<file path="config.mk">
export PLATFORM = sky130hd
export DESIGN_NAME = ext_int_ctl
export DESIGN_NICKNAME = d
export VERILOG_FILES = /design/src/rtl/ext_int_ctl.sv
export SDC_FILE = /design/constraint.sdc
export NUM_CORES = 1
export LEC_CHECK = 0
export CAP_MARGIN = 25
export CORE_MARGIN = 4
export CORE_UTILIZATION = 43
export DETAILED_ROUTE_END_ITERATION = 8
export GPL_TIMING_DRIVEN = 0
export PLACE_DENSITY = 0.86
export SETUP_SLACK_MARGIN = 0.02
export SLEW_MARGIN = 20
export SYNTH_ARGS = -nofsm -noshare
export SYNTH_HDL_FRONTEND = slang
export SYNTH_SLANG_ARGS = --single-unit
</file>
<file path="constraint.sdc">
create_clock -name clk -period 1.48 [get_ports clk]
set_input_delay 0.296 -clock clk [delete_from_list [all_inputs] [get_ports clk]]
set_output_delay 0.296 -clock clk [all_outputs]
set_load 0.01 [all_outputs]
</file>
<file path="src/rtl/ext_int_ctl.sv">
// External interrupt aggregator: synchronises device lines, latches edge/level pending bits,
// and offers a claim/complete register port that feeds the core's exti request.
module ext_int_ctl #(
    parameter int NumSrc     = 8,
    parameter int SyncStages = 2
) (
    input  logic              clk,
    input  logic              rst_n,
    input  logic [NumSrc-1:0] irq_src,
    input  logic              reg_req,
    input  logic              reg_we,
    input  logic [1:0]        reg_addr,
    input  logic [31:0]       reg_wdata,
    output logic [31:0]       reg_rdata,
    output logic              reg_ack,
    output logic              exti
);

    localparam logic [1:0] AddrPending = 2'd0;
    localparam logic [1:0] AddrEnable  = 2'd1;
    localparam logic [1:0] AddrEdge    = 2'd2;
    localparam logic [1:0] AddrClaim   = 2'd3;

    logic [SyncStages-1:0][NumSrc-1:0] syncQ;
    logic [NumSrc-1:0]                 sdDlyQ;
    logic [NumSrc-1:0]                 pendingQ,   pendingD;
    logic [NumSrc-1:0]                 enableQ,    enableD;
    logic [NumSrc-1:0]                 edgeQ,      edgeD;
    logic [NumSrc-1:0]                 inServiceQ, inServiceD;
    logic                              extiQ,      extiD;
    logic                              ackQ,       ackD;
    logic [31:0]                       rdataQ,     rdataD;

    logic [NumSrc-1:0] syncOut;
    logic [NumSrc-1:0] eligible;
    logic [NumSrc-1:0] claimMask;
    logic [NumSrc-1:0] claimGrant;
    logic [NumSrc-1:0] complMask;
    logic [NumSrc-1:0] w1cMask;
    logic [NumSrc-1:0] riseSet;
    logic [NumSrc-1:0] edgeClr;
    logic [4:0]        claimId;
    logic [4:0]        complId;
    logic [31:0]       readData;
    logic              wrEn;
    logic              rdEn;
    logic              wrPending;
    logic              wrEnable;
    logic              wrEdge;
    logic              wrClaim;
    logic              rdClaim;

    assign syncOut  = syncQ[SyncStages-1];
    assign eligible = pendingQ & enableQ & ~inServiceQ;

    assign wrEn      = reg_req & reg_we;
    assign rdEn      = reg_req & ~reg_we;
    assign wrPending = wrEn && (reg_addr == AddrPending);
    assign wrEnable  = wrEn && (reg_addr == AddrEnable);
    assign wrEdge    = wrEn && (reg_addr == AddrEdge);
    assign wrClaim   = wrEn && (reg_addr == AddrClaim);
    assign rdClaim   = rdEn && (reg_addr == AddrClaim);
    assign complId   = reg_wdata[4:0];

    always_ff @(posedge clk or negedge rst_n) begin
        if (!rst_n) begin
            syncQ  <= '0;
            sdDlyQ <= '0;
        end else begin
            syncQ  <= {syncQ[SyncStages-2:0], irq_src};
            sdDlyQ <= syncOut;
        end
    end

    // Lowest index wins: scan downward so the last hit is the smallest eligible source.
    always_comb begin
        claimId   = '0;
        claimMask = '0;
        for (int i = NumSrc - 1; i >= 0; i--) begin
            if (eligible[i]) begin
                claimId      = 5'(i + 1);
                claimMask    = '0;
                claimMask[i] = 1'b1;
            end
        end
    end

    assign claimGrant = rdClaim ? claimMask : '0;

    always_comb begin
        complMask = '0;
        if (wrClaim) begin
            for (int i = 0; i < NumSrc; i++) begin
                if (complId == 5'(i + 1)) begin
                    complMask[i] = inServiceQ[i];
                end
            end
        end
    end

    assign w1cMask = wrPending ? reg_wdata[NumSrc-1:0] : '0;
    assign riseSet = edgeQ & syncOut & ~sdDlyQ;
    assign edgeClr = edgeQ & (w1cMask | claimGrant);

    // A rising edge arriving with a clear in the same cycle must survive.
    always_comb begin
        pendingD   = (~edgeQ & syncOut) | (edgeQ & ((pendingQ & ~edgeClr) | riseSet));
        enableD    = wrEnable ? reg_wdata[NumSrc-1:0] : enableQ;
        edgeD      = wrEdge ? reg_wdata[NumSrc-1:0] : edgeQ;
        inServiceD = (inServiceQ | claimGrant) & ~complMask;
        extiD      = |eligible;
    end

    always_comb begin
        readData = '0;
        case (reg_addr)
            AddrPending: readData = 32'(pendingQ);
            AddrEnable:  readData = 32'(enableQ);
            AddrEdge:    readData = 32'(edgeQ);
            AddrClaim:   readData = 32'(claimId);
            default:     readData = '0;
        endcase
    end

    always_comb begin
        ackD   = reg_req;
        rdataD = rdataQ;
        if (rdEn) begin
            rdataD = readData;
        end else if (wrEn) begin
            rdataD = '0;
        end
    end

    always_ff @(posedge clk or negedge rst_n) begin
        if (!rst_n) begin
            pendingQ   <= '0;
            enableQ    <= '0;
            edgeQ      <= '0;
            inServiceQ <= '0;
            extiQ      <= 1'b0;
            ackQ       <= 1'b0;
            rdataQ     <= '0;
        end else begin
            pendingQ   <= pendingD;
            enableQ    <= enableD;
            edgeQ      <= edgeD;
            inServiceQ <= inServiceD;
            extiQ      <= extiD;
            ackQ       <= ackD;
            rdataQ     <= rdataD;
        end
    end

    assign reg_rdata = rdataQ;
    assign reg_ack   = ackQ;
    assign exti      = extiQ;

endmodule

</file>
# --- Word level (Yosys, flattened, before mapping) ---
# Index checks and enable logic that the tools add are counted.
# Widths: inputs -> output; s select.
word_totals:
  ff_bits: 90
  output_inout_bits: 34
op_classes:
  eq_ne: 11
  muxes: 30
  bitwise_logic: 21
  reduce_logical: 8
ops:
  columns: ["operator", "n"]
  rows:
  - ["$pmux 32 s4", 1]
  - ["$mux 8", 11]
  - ["$and 8x8->8", 9]
  - ["$mux 32", 2]
  - ["$not 8->8", 5]
  - ["$mux 5", 7]
  - ["$or 8x8->8", 4]
  - ["$eq 5x3->1 const B", 4]
  - ["$eq 5x2->1 const B", 2]
  - ["$mux 1", 8]
  - ["$reduce_or 8->1", 1]
  - ["$eq 5x1->1 const B", 1]
  - ["$eq 5x4->1 const B", 1]
  - ["$logic_and 1x1->1", 5]
  - ["$eq 2x2->1 const B", 2]
  - ["$mux 4", 1]
  - ["$and 1x1->1", 2]
  - ["$eq 2x1->1 const B", 1]
  - ["$logic_not 2->1", 1]
  - ["$reduce_bool 2->1", 1]
  - ["$not 1->1", 1]

# --- Longest topological paths before layout ---
logic_depth:
  word_depth: 18
  depth_mapped: 6
  ltp_nobuf: 5

# --- Worst setup path before layout ---
# OpenSTA, ideal clock, no wires.
synth_path:
  path_kind: "input to register"
  startpoint: "input port reg_req"
  endpoint: "register inServiceQ[5]"
  setup_time_ps: 122
  arrival_time_ps: 1454
  required_time_ps: 1358
  slack_ps: -96
  path_stages: 6
  path_buffers: 1
  path_cell_list: "buf_2 > nand2_1 > or4b_1 > or2_1 > o31ai_2 > nand2_1"
synth_between:
  elab_chain_len: 5
  elab_cells_between_ends: 9
synth_lines:
  columns: ["item", "line", "rtl"]
  rows:
  - ["start, declared", "10", "input logic reg_req,"]
  - ["$and 1x1->1 (on tied branches)", "57, 56", null]
  - ["$logic_and 1x1->1 (on tied branches)", "62, 61", null]
  - ["$mux 8 (on tied branches)", "88, 92", null]
  - ["$or 8x8->8 or $not 8->8 (tied branches)", "110", "inServiceD = (inServiceQ | claimGrant) & ~complMask;"]
  - ["$and 8x8->8 (*)", "110", null]
  - ["named net inServiceD[5]", "29", "logic [NumSrc-1:0] inServiceQ, inServiceD;"]
  - ["end signal, assigned", "148", "inServiceQ <= inServiceD;"]
  - ["end, declared", "29", null]
# The timed path passes the listed nets; every way through them passes the cells marked *.
# A chain may end at the register's enable or synchronous reset.

# --- Worst setup path in the final report ---
layout_path:
  startpoint: "register pendingQ[6]"
  endpoint: "register pendingQ[7]"
layout_between:
  elab_chain_len: 17
layout_lines:
  columns: ["item", "line", "rtl"]
  rows:
  - ["start, declared", "26", "logic [NumSrc-1:0] pendingQ, pendingD;"]
  - ["start signal, assigned", "145", "pendingQ <= pendingD;"]
  - ["$and 8x8->8 (2 in series)", "54", "assign eligible = pendingQ & enableQ & ~inServiceQ;"]
  - ["$mux 8 (7 in series)", "80", "if (eligible[i]) begin"]
  - ["$mux 8", "88", "assign claimGrant = rdClaim ? claimMask : '0;"]
  - ["$or 8x8->8", "103", "assign edgeClr = edgeQ & (w1cMask | claimGrant);"]
  - ["$and 8x8->8", "103", null]
  - ["$not 8->8", "107", "pendingD = (~edgeQ & syncOut) | (edgeQ & ((pendingQ & ~edgeClr) | riseSet));"]
  - ["$and 8x8->8", "107", null]
  - ["$or 8x8->8", "107", null]
  - ["$and 8x8->8", "107", null]
  - ["$or 8x8->8", "107", null]
  - ["named net pendingD[7]", "26", null]
# The timed path passes the listed nets, and every way through them passes these cells.

==> impl_metrics.py <==
metrics = {
    "worst_setup_path": {
        "cp-startpoint": "pendingQ[6]",
        "reg2reg_slack_ns": -0.02,
        "crit_path_end_kind": "flop",
        "worstPathArrival_ns": 1.74,
        "r2r_end": "pendingQ[7]",
        "worstPathMaxFanout": 4,
        "ff2ff_path_depth": 4,
        "path_class": "reg2reg",
        "start_kind": "flop",
        "crit_end": "pendingQ[7]",
        "critPathRequiredTime_ns": 1.72,
        "timing.rr.start": "pendingQ[6]",
    },
    "drt": {
        "viasPerCell": 5.21,
        "drtAntennaViolNets": 0,
        "wl_per_cell_um": 15.4,
        "drc": 0,
        "vias": 2163,
        "finalWirelength_um": 6410,
        "drt_iter0_markers": 134,
        "firstDrtPassIters": 4,
    },
    "synthesis": {
        "synth-async-reset-ratio_pct": 100,
        "syn_area_per_cell_um2": 11.0,
        "syn_area_um2": 2850,
        "netlist-cell-type-count": 34,
        "synth_area_leaders": "dfrtp_1, buf_4, mux2_2, nand2_1, a21oi_1",
        "ys.flop_type": "dfrtp_1",
        "synth_top_area_cell": "dfrtp_1",
        "synth_seq_cells": 66,
        "synthCells": 258,
        "yosysSeqAreaShare_pct": 58.0,
        "yosys_warnings": 0,
        "synth-edff-count": 0,
        "yosysMostFrequentCell": "dfrtp_1",
        "netlist_top_cells_count": "dfrtp_1, nand2_1, buf_4, a21oi_1, mux2_2",
        "synth_top_area_share_pct": 58.0,
    },
    "die": {
        "core_um2": 6390,
        "rows": 29,
        "initial_core_util_pct": 44.6,
        "die_area_um2": 7990,
        "die_w_um": 89.4,
        "dieHeight_um": 89.4,
        "ioPinCount": 80,
    },
    "sta": {
        "final_max_slew_viol_count": 0,
        "setup_viol": 1,
        "max_freq_mhz": 665,
        "fin_setup_tns_ns": -0.0246,
        "final.setup.worst_slack_ns": -0.0246,
        "whs_ns": 0.0932,
        "fin_crit_ns": 1.50,
        "rsz0062_at_grt": "true",
        "finClkSkew_ns": 0.00840,
        "fin_crit_sh_pct": 102,
        "max-slew-margin-rel_pct": 48.1,
        "tightest_slew_ns": 0.775,
        "hold_viol": 0,
    },
    "grt": {
        "grt_max_degree": 37,
        "grt_overflow": 0,
        "grt_pass1_vias": 2030,
        "grt_pass1_wl_um": 9650,
        "antenna_found_initial": 0,
        "grt_use_total_pct": 16.4,
    },
    "min_path": {
        "hold_depth": 1,
        "hp-class": "in2reg",
    },
    "power": {
        "power_density_nw_per_um2": 1390,
        "ir_worst_vdd_mv": 0.637,
        "p_comb_share_pct": 20.4,
        "switching_share_pct": 27.1,
        "p_seq_share_pct": 44.1,
        "p_sw_mw": 1.42,
        "p_int_mw": 3.80,
        "p_clk_share_pct": 35.6,
        "p_leak_nw": 1.81,
        "p_total_mw": 5.22,
    },
    "placed_design": {
        "place.gp.congestion": 0.947,
        "dpl_cell_area_um2": 3380,
        "dp_slack_ns": -0.895,
        "io_buffers": 30,
        "placedCellCount": 389,
        "dpl.hpwl_um": 4240,
    },
    "final_layout": {
        "fillers": 534,
        "antenna_cells": 0,
        "post-route-cell-area_um2": 3750,
        "instances_no_fill": 415,
        "nNetsFinal": 379,
        "drive_gt1_share_pct": 27.5,
        "final_core_util_pct": 58.8,
        "area_growth_pct": 31.8,
    },
    "clock_tree": {
        "clockBufferDepth": 2,
        "clock-sinks": 66,
        "cts_tree": "done",
        "insertion_delay_ns": 0.35,
        "cts.clk_slew.worst_paths_ns": 0.07,
        "numCtsBuffers": 9,
        "htree_levels": 3,
        "root_buffer": "clkbuf_8",
    },
    "outcome": {
        "outcome": "complete, but fails checks",
        "violations": "setup timing",
    },
    "run": {
        "cap_violations": 0,
    },
}
==> sequential cells by signal (all words and copies together), names as in the netlist <==
signal / flops
enableQ: 8
syncOut: 8
edgeQ: 8
reg_ack: 1
reg_rdata: 8
exti: 1
inServiceQ: 8
syncQ: 8
sdDlyQ: 8
pendingQ: 8
==> worst max-delay path, cell delays in order, from the launching register on <==
cell,delay (ns)
dfrtp_1,0.39
and3b_2,0.26
nor4_4,0.35
nand3_2,0.14
a22o_1,0.26
==> repair_timing <==
item                                    4_1_cts  5_1_grt
hold buffers                                  1        0
hold endpoints to repair                     30        0
pin swaps                                     6       10
buffers inserted                              5        5
endpoints found under the setup margin       49       15
gates resized for setup                      39       16
==> worst min-delay path by stage <==
stage          startpoint          to  slack, ns
2_1_floorplan       rst_n    edgeQ[0]     0.0004
3_3_place_gp     syncQ[2]  syncOut[2]       0.33
3_5_place_dp        rst_n    syncQ[5]       0.25
4_1_cts           reg_req     reg_ack       0.18
5_1_grt           reg_req     reg_ack       0.09
6_report          reg_req     reg_ack       0.09
==> placed cells by master (no fill, tap or decap), types with 5 or more instances in the layout <==
master / instances
a22o_1: 8
nor2_1: 10
nand3b_1: 5
dfrtp_1: 66
dlygate4sd2_1: 11
conb_1: 24
clkbuf_8: 10
o21ai_0: 8
mux2_2: 14
buf_4: 35
nand2_1: 36
mux2i_1: 7
buf_2: 6
inv_1: 6
clkdlybuf4s50_1: 12
a21oi_1: 16
nor3_1: 6
==> layer usage <==
layer	part of all wire, %	track usage [%]	wire, um
met1	40	20.0	2540
met2	50	26.7	3170
met3	8.7	4.33	557
met4	2.1	8.93	137
met5	0	0	0
==> cell families after synthesis <==
logic type             synth area share, %
flip-flops                            58.0
buffers and inverters                 8.13
multiplexers                          8.00
AO/OA/AOI/OAI                         10.7
other                                0.132
AND/OR/NAND/NOR                       15.0
==> power groups by stage <==
stage / Sequential (mW) / Clock (mW) / Combinational [mW]
6_report: 2.30 / 1.86 / 1.06
5_1_grt: 2.34 / 1.97 / 1.16
4_1_cts: 2.29 / 1.90 / 0.990
3_5_place_dp: 2.33 / 0 / 0.956
3_3_place_gp: 2.31 / 0 / 0.912
2_1_floorplan: 2.30 / 0 / 0.632
==> final cells by class <==
type	count	area [um^2]	area share, %
repair buffers	42	367	9.77
inverters	6	22.5	0.600
flip-flops and latches	66	1650	44.0
clock buffers	10	138	3.67
multi-input cells	178	1150	30.5
clock inverters	6	114	3.03
well taps	77	96.3	2.57
plain buffers	30	218	5.80
Power figures use the tool's default switching activity.
